`src/rtl/pwm_multi_ctrl_int_pkg.sv`:
```
// Shared constants for the multi-channel PWM controller.
// Status-vector layout: one duty-error bit per channel, period error in the top bit.
package pwm_pkg;

   localparam int CNT_W_DEFAULT = 20;
   localparam int MIN_PERIOD    = 2;

   // Index of the period-error flag; it sits just above the per-channel flags.
   function automatic int period_err_bit(input int num_ch);
      return num_ch;
   endfunction

endpackage

```
`src/rtl/pwm_multi_ctrl_int_channel.sv`:
```
// One PWM channel: staged and active duty registers, clamp against the staged
// period, and a registered compare against the shared counter.
module pwm_channel
   import pwm_pkg::*;
#(
   parameter int CNT_W = CNT_W_DEFAULT
)
(
   input  logic             Clk,
   input  logic             Reset,
   input  logic             enable,
   input  logic             load,
   input  logic             update,
   input  logic [CNT_W-1:0] duty_req,
   input  logic [CNT_W-1:0] staged_period,
   input  logic [CNT_W-1:0] count,
   output logic             duty_err,
   output logic             pwm
);

   logic [CNT_W-1:0] staged_duty;
   logic [CNT_W-1:0] active_duty;

   assign duty_err = load && (duty_req > staged_period);

   // The update uses the staging contents from before this edge, so a load
   // landing on the same edge is held back for the following wrap.
   always_ff @(posedge Clk or negedge Reset) begin
      if (!Reset) begin
         staged_duty <= '0;
         active_duty <= '0;
         pwm         <= 1'b0;
      end else begin
         if (load) begin
            staged_duty <= duty_err ? staged_period : duty_req;
         end
         if (update) begin
            active_duty <= staged_duty;
         end
         pwm <= enable && (count < active_duty);
      end
   end

endmodule

```
`src/rtl/pwm_multi_ctrl_int.sv`:
```
// Multi-channel PWM with a shared period counter, double-buffered period/duty
// updates applied at the period boundary, and a sticky error status with interrupt.
module pwm_multi_ctrl_int
   import pwm_pkg::*;
#(
   parameter int NUM_CH         = 4,
   parameter int CNT_W          = CNT_W_DEFAULT,
   parameter int DEFAULT_PERIOD = 1000000
)
(
   input  logic                    Clk,
   input  logic                    Reset,
   input  logic                    Enable,
   input  logic [CNT_W-1:0]        Period,
   input  logic [NUM_CH*CNT_W-1:0] DutyCycle,
   input  logic                    Load,
   input  logic [NUM_CH:0]         IntClear,
   output logic [NUM_CH-1:0]       PWM_out,
   output logic                    Interrupt,
   output logic [NUM_CH:0]         IntStatus,
   output logic                    PeriodTick,
   output logic [CNT_W-1:0]        Count
);

   localparam int PERIOD_ERR_BIT = period_err_bit(NUM_CH);

   logic [CNT_W-1:0]  count_q;
   logic [CNT_W-1:0]  active_period;
   logic [CNT_W-1:0]  staged_period;
   logic [CNT_W-1:0]  staged_period_next;
   logic              pending;
   logic              period_err;
   logic              wrap;
   logic              update;
   logic [NUM_CH-1:0] duty_err;
   logic [NUM_CH:0]   status_set;
   logic [NUM_CH:0]   status_q;
   logic              interrupt_q;
   logic              tick_q;

   assign period_err         = Period < CNT_W'(MIN_PERIOD);
   assign staged_period_next = period_err ? CNT_W'(MIN_PERIOD) : Period;

   // While disabled the counter sits at 0, so a pending update lands on the next edge.
   assign wrap   = Enable && (count_q >= active_period - CNT_W'(1));
   assign update = pending && (wrap || !Enable);

   always_comb begin
      status_set                 = '0;
      status_set[NUM_CH-1:0]     = duty_err;
      status_set[PERIOD_ERR_BIT] = Load && period_err;
   end

   always_ff @(posedge Clk or negedge Reset) begin
      if (!Reset) begin
         count_q       <= '0;
         active_period <= CNT_W'(DEFAULT_PERIOD);
         staged_period <= '0;
         pending       <= 1'b0;
         tick_q        <= 1'b0;
      end else begin
         if (!Enable || wrap) begin
            count_q <= '0;
         end else begin
            count_q <= count_q + CNT_W'(1);
         end
         tick_q <= wrap;
         if (update) begin
            active_period <= staged_period;
         end
         if (Load) begin
            staged_period <= staged_period_next;
            pending       <= 1'b1;
         end else if (update) begin
            pending <= 1'b0;
         end
      end
   end

   // New errors take priority over a clear of the same bit.
   always_ff @(posedge Clk or negedge Reset) begin
      if (!Reset) begin
         status_q    <= '0;
         interrupt_q <= 1'b0;
      end else begin
         status_q    <= (status_q & ~IntClear) | status_set;
         interrupt_q <= |status_q;
      end
   end

   genvar k;
   generate
      for (k = 0; k < NUM_CH; k++) begin : g_ch
         pwm_channel #(
            .CNT_W(CNT_W)
         ) u_channel (
            .Clk          (Clk),
            .Reset        (Reset),
            .enable       (Enable),
            .load         (Load),
            .update       (update),
            .duty_req     (DutyCycle[k*CNT_W +: CNT_W]),
            .staged_period(staged_period_next),
            .count        (count_q),
            .duty_err     (duty_err[k]),
            .pwm          (PWM_out[k])
         );
      end
   endgenerate

   assign Count      = count_q;
   assign IntStatus  = status_q;
   assign Interrupt  = interrupt_q;
   assign PeriodTick = tick_q;

endmodule

```
`config.mk`:
```
export PLATFORM = sky130hd
export DESIGN_NAME = pwm_multi_ctrl_int
export DESIGN_NICKNAME = d
export VERILOG_FILES = /design/src/rtl/pwm_multi_ctrl_int_pkg.sv /design/src/rtl/pwm_multi_ctrl_int_channel.sv /design/src/rtl/pwm_multi_ctrl_int.sv
export SDC_FILE = /design/constraint.sdc
export NUM_CORES = 1
export LEC_CHECK = 0
export CORE_MARGIN = 1
export CORE_UTILIZATION = 58
export DETAILED_ROUTE_END_ITERATION = 8
export HOLD_SLACK_MARGIN = 0.1
export PLACE_DENSITY_LB_ADDON = 0.08
export SLEW_MARGIN = 20
export SYNTH_ARGS = -nofsm -noshare
export SYNTH_HDL_FRONTEND = slang
export SYNTH_SLANG_ARGS = --single-unit
```
`constraint.sdc`:
```
create_clock -name Clk -period 4.9 [get_ports Clk]
set_input_delay 1.47 -clock Clk [delete_from_list [all_inputs] [get_ports Clk]]
set_output_delay 1.47 -clock Clk [all_outputs]
set_load 0.01 [all_outputs]
```
Yosys cells after proc, flatten, opt, wreduce, memory -nomap -nowiden --
Index checks and enable logic that the tools add are counted. Widths: inputs -> output; s select.
Cells by class: magnitude comparators 10, mux-type cells 8, $add $sub $neg 2, bitwise operators 3, reductions and logical operators 15
Operators with widths (count):
- $mux 20 | 6
- $gt 20x20->1 | 4
- $lt 20x20->1 | 4
- $add 20x1->20 const B | 1
- $ge 20x20->1 | 1
- $lt 20x2->1 const B | 1
- $sub 20x1->20 const B | 1
- $logic_and 1x1->1 | 11
- $and 5x5->5 | 1
- $not 5->5 | 1
- $or 5x5->5 | 1
- $reduce_or 5->1 | 1
- $mux 1 | 2
- $reduce_bool 2->1 | 1
- $logic_not 1->1 | 1
- $logic_or 1x1->1 | 1
Storage, ports and cells: bits in registers 232, input bits 109, output and inout port bits 31, word-level logic and storage cells 57

Longest topological paths before layout --
Gate-level depths: netlist of the first run.
word-level depth 7, depth in mapped cells 15, depth with buffers taken out 14

Hierarchy --
A second synthesis of the first run with hierarchy kept.
Unflattened totals: cell total of the unflattened synthesis 1394, area, all modules 14086.0 µm²
Modules (own cells, without submodules):
- pwm_channel | instances 4, seq. area each 1026.0 µm², cells each 267, area an instance 2603.7 µm²
- pwm_multi_ctrl_int | instances 1, seq. area each 1710.4 µm², cells each 326, area an instance 3671.0 µm²

Worst setup path after synthesis of the first run --
OpenSTA, ideal clock, no wires.
path type in2reg, from input port Period[12], to register g_ch[2].u_channel.staged_duty[15], setup slack 719 ps, buffers on the path 2, required time 4834 ps, stages on the path 14, setup time 66 ps, arrival 4115 ps, cells stage by stage nor4_1 > nand4_1 > nor4_1 > or2_2 > inv_1 > ha_1 > a21oi_1 > o21ai_0 > a221o_1 > o21ai_1 > and2_1 > clkbuf_1 > buf_2 > a221o_1
Between the ends: word-level cells in the longest chain between the ends 5
Ends and longest elaborated chain:
- start, declared | RTL line pwm_multi_ctrl_int.sv:14 | input logic [CNT_W-1:0] Period,
- $lt 20x2->1 | RTL line pwm_multi_ctrl_int.sv:41 | assign period_err = Period < CNT_W'(MIN_PERIOD);
- $mux 20 * | RTL line pwm_multi_ctrl_int.sv:42 | assign staged_period_next = period_err ? CNT_W'(MIN_PERIOD) : Period;
- $gt 20x20->1 | RTL line pwm_multi_ctrl_int_channel.sv:24 | assign duty_err = load && (duty_req > staged_period);
- $logic_and 1x1->1 | RTL line pwm_multi_ctrl_int_channel.sv:24
- $mux 20 * | RTL line pwm_multi_ctrl_int_channel.sv:35 | staged_duty <= duty_err ? staged_period : duty_req;
- end signal, assigned | RTL line pwm_multi_ctrl_int_channel.sv:35
- end, declared | RTL line pwm_multi_ctrl_int_channel.sv:21 | logic [CNT_W-1:0] staged_duty;
Mark *: on every way between the ends. The rest lies on a longest branch, timed or not. A chain may end at the register's enable or synchronous reset.

Worst setup path in the final report of the first run --
from input port Period[10], to register g_ch[1].u_channel.staged_duty[11]
Between the ends: word-level cells in the longest chain between the ends 5
Ends and longest elaborated chain (RTL line):
- $lt 20x2->1 | pwm_multi_ctrl_int.sv:41
- $mux 20 * | pwm_multi_ctrl_int.sv:42
- $gt 20x20->1 | pwm_multi_ctrl_int_channel.sv:24
- $logic_and 1x1->1 | pwm_multi_ctrl_int_channel.sv:24
- $mux 20 * | pwm_multi_ctrl_int_channel.sv:35
- end signal, assigned | pwm_multi_ctrl_int_channel.sv:35
- end, declared | pwm_multi_ctrl_int_channel.sv:21
Marked as above.

==> reports/metrics.cfg, run 1 <==
[synthesis]
yosysTopAreaCell=dfrtp_1
synth_area_um2=13760
synth-edff-count=0
syn_nets=1587
ys_types=52
ys_ff_latch=232
synth_area_per_cell_um2=10.59
ys_warn_count=0
async_flop_share=1.000
synth_ff_type=dfrtp_1
seq_area_frac_synth=0.4225
synth_cells=1300
ys_top_cells_by_area=dfrtp_1, ha_1, mux2_2
synth_top_area_share=0.4092

[timing]
tns_ns=0
hold_viol=0
setup_violations=0
maxSlewViolCount=0
finClkSkew_ns=0.01481
fin_crit_sh=0.9505
slew_headroom=0.4000
rsz0062_at_grt=no
min_period_ns=4.657
fmax_mhz=214.7
worst_pin_slew_ns=0.9001

[clock_tree]
clock_path_buffers=3
clockRootBuffer=clkbuf_16
cts-buffers-inserted=26
cts_tree=done
clk_latency_ns=0.54
clk_pin_slew_ns=0.06
clock-sinks=232
holdBufCountCts=0
htree_levels=1

[setup_path]
critPathMaxFanout=11
start_kind=primary input
crit_arrival_ns=5.05
worstSetupPathType=in -> reg
cp_data_required_time_ns=5.29
end_kind=register

[place]
place_congestion=0.9104
place_area_um2=15950
dp_hpwl_mm=28.90
port_buffers=139

[pwr]
powerDensity_nw_per_um2=343.2
leakage_nw=8.242
p_sw_w=0.001647
comb_power_share=0.210
clock_power_share=0.375
p_total_w=0.005845
internal-power_w=0.004197
ir_worst_vdd_mv=0.3021
pwr-share-seq=0.415
p_sw_frac=0.2818

[floorplanning]
die_y_um=156.0
io_pins=140
start_util=0.5987
dieArea_um2=24350
die_w_um=156.0
core-area_um2=22980
fp-row-count=55

[flow_run]
maxCapViolations=0

[run_status]
status=finished clean

[global_routing]
grt_pass1_wl_mm=60.23
grt_antenna_before_repair=1
grt_max_degree=120
grt_usage=0.3278
grt_pass1_vias=10970
grt-ovfl-total=0

[finish]
syn2layout_area_growth_pct=23.78
num_antenna_cells=0
layout_common_cells=dfrtp_1, ha_1, inv_1, clkdlybuf4s50_1, a21oi_1
drive_gt1_frac=0.1558
fin_util=0.7410
fin_nets=1788
fillers=1701
stdcell_area_um2=17030
final_common_cell=dfrtp_1

[routing]
wl_per_cell_um=21.31
routed-via-count=10920
viasPerCell=5.956
dr.pass1.iters=6
drc_errors=0
dr.first_iter.drc_count=886
drtAntennaViolNets=0
wl_mm=39.09

[hold_path]
hold_path.class=reg -> reg

==> registers in the layout, summed over array words and instances, names as in the netlist <==
signal,flops
Count,20
IntStatus,5
Interrupt,1
PeriodTick,1
active_period,20
g_ch.u_channel.active_duty,80
g_ch.u_channel.pwm,4
g_ch.u_channel.staged_duty,80
pending,1
staged_period,20
==> synth_stat cells (12+ instances only) <==
library cell	instances
a21o_1	40
a21oi_1	123
a221o_1	19
buf_4	18
clkbuf_1	20
dfrtp_1	225
ha_1	178
inv_1	137
mux2_1	30
mux2_2	89
mux2i_1	40
nand2_1	29
nand3_1	23
nand4_1	35
nor2_1	84
nor2b_1	18
nor3_1	12
nor4_1	12
o21ai_0	32
o22ai_1	24
xnor2_1	20
xor2_1	15
==> metal layers <==
metal	GRT usage	wire, um
met5	0	13
met4	0.1172	1323
met3	0.03667	2771
met2	0.5378	18530
met1	0.4494	16460
==> kinds of logic after synthesis <==
kind of cell,count (synthesis),synth area share
compound gates,267,0.1204
simple gates,248,0.09202
flops,232,0.4225
buf+inv,181,0.05446
fa+ha+maj,178,0.1618
mux,159,0.1265
xor+xnor,35,0.02228
==> path summary, 6_finish.rpt <==
kind / from / end / slack, ns / cells past startpoint
max reg2reg: active_period[7] / g_ch[0].u_channel.active_duty[15] / 0.59 / 15
min in group asynchronous: Reset / active_period[5] / 1.01 / 1
min reg2reg: IntStatus[0] / Interrupt / 0.49 / 2
min: IntStatus[0] / Interrupt / 0.49 / 2
max: Period[10] / g_ch[1].u_channel.staged_duty[11] / 0.24 / 15
max in group asynchronous: Reset / g_ch[1].u_channel.staged_duty[10] / 2.75 / 2
==> power by group through the flow <==
stage	Combinational (W)	Sequential (W)	Clock [W]
2_1_floorplan	0.000763	0.00239	0
3_3_place_gp	0.00114	0.00244	0
3_5_place_dp	0.00119	0.00245	0
4_1_cts	0.00121	0.00242	0.00220
5_1_grt	0.00136	0.00246	0.00229
6_report	0.00123	0.00242	0.00219
==> worst max-delay path: stages <==
cell,delay (ns)
clkdlybuf4s50_1,0.55
nor4_1,0.38
buf_4,0.17
nand4_1,0.08
nor4_1,0.29
or2_2,0.19
inv_1,0.10
ha_1,0.32
nor2b_1,0.12
o21ai_0,0.08
a21boi_1,0.24
nor4b_4,0.11
a41oi_4,0.57
mux2i_1,0.27
a21oi_1,0.11
==> through the flow <==
step / instances / setup slack, ns / hold WS, ns
2_1_floorplan: 1300 / 0.7188 / 0.4461
3_3_place_gp: 1783 / -0.3743 / 0.4675
3_5_place_dp: 1783 / -0.4997 / 0.4729
4_1_cts: 1831 / 0.01925 / 0.4874
5_1_grt: 1834 / 0.04268 / 0.4985
6_report: 1834 / 0.2426 / 0.4854
==> what timing repair did <==
action | CTS | global route
hold endpoints to repair | 0 | 0
setup buffers | 0 | 1
gates resized for setup | 0 | 7
endpoints found under the setup margin | 0 | 41
==> final cells by class <==
cell class / count / area (um^2) / share of cell area
timing repair buffer: 215 / 2027 / 0.1190
tap: 313 / 391.6 / 0.02299
multi-input combinational: 889 / 7318 / 0.4297
inverter: 137 / 514.2 / 0.03019
clock buffer: 32 / 714.4 / 0.04195
clock inverter: 16 / 252.7 / 0.01484
sequential: 232 / 5814 / 0.3414
Note: power is estimated with default switching activity, not from simulation.
==> run 2: changes to the inputs <==
--- a/config.mk
+++ b/config.mk
@@ -6,11 +6,11 @@
 export NUM_CORES = 1
 export LEC_CHECK = 0
 export CORE_MARGIN = 1
-export CORE_UTILIZATION = 58
+export CORE_UTILIZATION = 59
+export CTS_CLUSTER_SIZE = 16
 export DETAILED_ROUTE_END_ITERATION = 8
 export HOLD_SLACK_MARGIN = 0.1
 export PLACE_DENSITY_LB_ADDON = 0.08
-export SLEW_MARGIN = 20
 export SYNTH_ARGS = -nofsm -noshare
 export SYNTH_HDL_FRONTEND = slang
 export SYNTH_SLANG_ARGS = --single-unit
==> constraint.sdc (replaced) <==
create_clock -name Clk -period 6 [get_ports Clk]
set_input_delay 1.8 -clock Clk [delete_from_list [all_inputs] [get_ports Clk]]
set_output_delay 1.8 -clock Clk [all_outputs]
set_load 0.01 [all_outputs]
==> reports/metrics.cfg, run 2 (synthesis gave the netlist of run 1 again) <==
[run_status]
status=finished clean

[place]
port_buffers=139
dp_hpwl_mm=27.97
place_area_um2=15650
place_congestion=0.8970

[setup_path]
critPathMaxStageDelay_ns=0.83
crit_arrival_ns=5.59
slowest_stage=a41oi_4
critPathMaxFanout=21
worstSetupPathType=in -> reg
rrSetupSlack_ns=1.42
worstPathCellList=clkdlybuf4s50_1, nor4_1, nand4_1, nor4_1, buf_4, or2_2, inv_1, ha_1, nor2b_1, o21ai_0, a21boi_1, nor4b_1, a41oi_4, mux2i_1, a21oi_1
path_buf_inv=3
reg2regPathDepth=16
r2r_end=g_ch[0].u_channel.active_duty[16]
end_kind=register
cp_data_required_time_ns=6.36
r2r-start=active_period[7]
crit_top_cell=nor4_1
cpLargestDelayFamily=simple AND/OR/NAND/NOR gates
start_kind=primary input

[timing]
fmax_mhz=191.2
min_period_ns=5.231
fin_crit_sh=0.8718
setup_violations=0
tns_ns=0
hold_viol=0
rsz0062_at_grt=no
finClkSkew_ns=0.009546
slew_headroom=0.2726
worst_pin_slew_ns=1.091
maxSlewViolCount=0

[finish]
fin_util=0.7232
final_common_cell=dfrtp_1
fin_nets=1749
drive_gt1_frac=0.1269
layout_common_cells=dfrtp_1, ha_1, inv_1, clkdlybuf4s50_1, a21oi_1
largestRegisters=g_ch.u_channel.active_duty x80, g_ch.u_channel.staged_duty x80
num_antenna_cells=0
stdcell_area_um2=16470
syn2layout_area_growth_pct=19.71

[global_routing]
grt_pass1_wl_mm=58.49
grt_pass1_vias=10750
grt_max_degree=143
grt_usage=0.3207
grt-ovfl-total=0
grt_antenna_before_repair=0

[pwr]
pwr-share-seq=0.441
p_sw_w=0.001285
powerDensity_nw_per_um2=272.3
comb_power_share=0.212
leakage_nw=7.959
clock_power_share=0.346
p_sw_frac=0.2866
ir_worst_vdd_mv=0.2102
internal-power_w=0.003200

[routing]
drtAntennaViolNets=0
wl_per_cell_um=20.82
dr.pass1.iters=5
drc_errors=0
wl_mm=37.38
dr.first_iter.drc_count=640
viasPerCell=5.928
routed-via-count=10640

[clock_tree]
clk_pin_slew_ns=0.06
clock_path_buffers=3
clk_latency_ns=0.53
post_cts_buffers=0
htree_levels=1
cts_resized=0
clockRootBuffer=clkbuf_16
cts-buffers-inserted=26
holdBufCountCts=0
clock-sinks=232
cts_tree=done

[hold_path]
hold_depth=1
holdPathEnd=g_ch[0].u_channel.active_duty[9]
hold_path.class=reg -> reg
worstHoldStart=g_ch[0].u_channel.staged_duty[9]

[floorplanning]
die_w_um=154.7
io_pins=140
fp-row-count=55
core-area_um2=22780
dieArea_um2=23940
start_util=0.6041
die_y_um=154.7

[flow_run]
maxCapViolations=0

## run 2: changes by cell type in the layout (fill, tap and decap cells not counted), sizes merged
cell,before,now
clkinvlp,6,3
a41oi,4,2
buf,78,41
clkbuf,32,40
bufinv,6,1
## run 2: how the worst max path moves through the flow
stage / startpoint / cells past startpoint / endpoint
detailed placement: Period[3] / 15 / g_ch[1].u_channel.staged_duty[0]
CTS: Period[3] / 15 / g_ch[1].u_channel.staged_duty[14]
finish: Period[3] / 15 / g_ch[1].u_channel.staged_duty[14]
floorplan: Period[12] / 14 / g_ch[2].u_channel.staged_duty[15]
global route: Period[3] / 15 / g_ch[3].u_channel.staged_duty[16]
global placement: Period[3] / 15 / g_ch[1].u_channel.staged_duty[13]
## run 2: per-stage QoR
step	power (W)	std cells	hold WS (ns)	setup slack, ns
detailed placement	0.002946	1747	0.4670	0.3451
CTS	0.004500	1795	0.4852	0.8130
floorplan	0.002577	1300	0.4461	1.489
finish	0.004485	1795	0.4831	0.7693
global route	0.004711	1795	0.4965	0.6008
global placement	0.002894	1747	0.4570	0.4077
## run 2: cell type report
cell class	count	area [um^2]
Clock buffer	40	754.5
Clock inverter	8	72.57
Fill cell	1656	6305
Inverter	137	514.2
Multi-Input combinational cell	887	7227
Sequential cell	232	5814
Tap cell	313	391.6
Timing Repair Buffer	178	1699
## run 2: power by group through the flow
stage / logic, W / registers, W / clock network, W
after CTS: 0.000952 / 0.00198 / 0.00157
after global routing: 0.00106 / 0.00201 / 0.00164
after detailed placement: 0.000942 / 0.00200 / 0
after floorplan: 0.000623 / 0.00195 / 0
final: 0.000952 / 0.00198 / 0.00155
after global placement: 0.000903 / 0.00199 / 0
## run 2: worst register-to-register path, delay by kind of cell, from the launching register on
family | cells | cell delay (ns)
mux | 1 | 0.47
xor+xnor | 1 | 0.16
simple gates | 7 | 1.83
flops | 1 | 0.43
compound gates | 4 | 0.72
fa+ha+maj | 1 | 0.27
buf+inv | 2 | 0.58
## run 2: metal layers
layer / global-route usage / up-vias / wire (um)
li1: - / 4973 / -
met1: 0.4465 / 5205 / 16450
met2: 0.4982 / 381 / 16790
met3: 0.05015 / 81 / 2648
met4: 0.1400 / 0 / 1492
met5: 0 / - / 0
==> run 3: changes to the inputs <==
--- a/config.mk
+++ b/config.mk
@@ -10,6 +10,7 @@
 export CTS_CLUSTER_SIZE = 16
 export DETAILED_ROUTE_END_ITERATION = 8
 export HOLD_SLACK_MARGIN = 0.1
+export MAX_ROUTING_LAYER = met4
 export PLACE_DENSITY_LB_ADDON = 0.08
 export SYNTH_ARGS = -nofsm -noshare
 export SYNTH_HDL_FRONTEND = slang
==> reports/metrics.cfg, run 3 (synthesis gave the netlist of run 1 again) <==
[setup_path]
end_kind=register
slowest_stage=a41oi_4
critPathMaxStageDelay_ns=0.80
cp_data_required_time_ns=6.34
rrSetupSlack_ns=1.40
cp.depth=15
r2r_end=g_ch[3].u_channel.active_duty[11]
start_kind=primary input
crit_top_cell=nor4_1
critPathMaxFanout=21
path_buf_inv=3
reg2regPathDepth=16
cpLargestDelayFamily=simple AND/OR/NAND/NOR gates
r2r-start=active_period[7]
worstSetupPathType=in -> reg
crit_arrival_ns=5.57
worstPathCellList=clkdlybuf4s50_1, nor4_1, nand4_1, nor4_1, buf_4, or2_2, inv_1, ha_1, nor2b_1, o21ai_0, a21boi_1, nor4b_1, a41oi_4, mux2i_1, a21oi_1

[routing]
wl_per_cell_um=20.87
routed-via-count=10630
dr.first_iter.drc_count=630
dr.pass1.iters=5
wl_mm=37.35
drtAntennaViolNets=0
drc_errors=0
viasPerCell=5.937

[place]
place_congestion=0.9220
dp_cells=1746
dpl_worst_slack_ns=0.2517
port_buffers=139
dp_hpwl_mm=27.88

[timing]
min_period_ns=5.227
rsz0062_at_grt=no
tns_ns=0
hold_viol=0
fin_crit_sh=0.8711
finClkSkew_ns=0.01551
worst_pin_slew_ns=1.039
fmax_mhz=191.3
setup_violations=0
slew_headroom=0.3048
setup_slack_ns=0.7735
maxSlewViolCount=0

[finish]
drive_gt1_frac=0.1266
syn2layout_area_growth_pct=19.44
fin_nets=1747
instances_no_fill=1790
num_antenna_cells=0
final_common_cell=dfrtp_1
layout_common_cells=dfrtp_1, ha_1, inv_1, clkdlybuf4s50_1, a21oi_1
fin_util=0.7216
largestRegisters=g_ch.u_channel.active_duty x80, g_ch.u_channel.staged_duty x80

[clock_tree]
cts_tree=done
htree_levels=1
cts-buffers-inserted=25
clock-sinks=232
clockRootBuffer=clkbuf_16
cts_resized=0
post_cts_buffers=0
clk_latency_ns=0.52
clk_pin_slew_ns=0.06
clock_path_buffers=3
holdBufCountCts=0

[global_routing]
grt_antenna_before_repair=0
grt_pass1_vias=10750
grt_usage=0.3324
grt-ovfl-total=0
grt_max_degree=129
grt_pass1_wl_mm=58.75

[pwr]
leakage_nw=7.951
ir_worst_vdd_mv=0.1648
p_total_w=0.004430
powerDensity_nw_per_um2=269.5

[hold_path]
hold_depth=1
holdPathEnd=active_period[4]
worstHoldStart=staged_period[4]
hold_path.class=reg -> reg

[floorplanning]
io_pins=140
die_y_um=154.7
dieArea_um2=23940
core-area_um2=22780
fp-row-count=55
start_util=0.6041
die_w_um=154.7

[run_status]
status=finished clean

[flow_run]
maxCapViolations=0

## run 3: cell types whose count changed in the layout (fill, tap and decap cells not counted)
cell and change:
clkinv_2 +2, clkinvlp_4 -2, clkbuf_8 +2, buf_4 -2
buf_12 +1, clkbuf_1 -4, clkbuf_16 -2
## run 3: how the worst max path moves through the flow
| stage | from | slack, ns | endpoint |
|---|---|---|---|
| 2_1_floorplan | Period[12] | 1.49 | g_ch[2].u_channel.staged_duty[15] |
| 3_3_place_gp | Period[3] | 0.41 | g_ch[1].u_channel.staged_duty[5] |
| 3_5_place_dp | Period[3] | 0.25 | g_ch[3].u_channel.staged_duty[2] |
| 4_1_cts | Period[3] | 0.78 | g_ch[3].u_channel.staged_duty[5] |
| 5_1_grt | Period[3] | 0.58 | g_ch[1].u_channel.staged_duty[11] |
| 6_report | Period[3] | 0.77 | g_ch[3].u_channel.staged_duty[5] |
## run 3: report_power, final
group / leakage (nW) / total, W / internal (W) / switching, W
Combinational: 4.85 / 0.000951 / 0.000471 / 0.000480
Sequential: 2.71 / 0.00198 / 0.00182 / 0.000158
Clock: 0.389 / 0.00150 / 0.000869 / 0.000631
## run 3: per-stage QoR
| stage | instance area (um^2) | hold WS (ns) |
|---|---|---|
| 6_report | 16440 | 0.4778 |
| 4_1_cts | 16440 | 0.4835 |
| 5_1_grt | 16440 | 0.4968 |
| 3_5_place_dp | 15650 | 0.4689 |
| 2_1_floorplan | 13760 | 0.4461 |
| 3_3_place_gp | 15650 | 0.4589 |
## run 3: area by class of cell
cell class                      instances  area [um^2]
Multi-Input combinational cell        887         7227
Fill cell                            1697         6342
Sequential cell                       232         5814
Timing Repair Buffer                  177         1704
Clock buffer                           36        716.9
Inverter                              137        514.2
Tap cell                              313        391.6
Clock inverter                          8        67.56
## run 3: layer usage
layer	GRT usage	wire length, um
met5	-	0
met4	0.1094	1275
met3	0.03811	2396
met2	0.5169	16950
met1	0.4554	16730
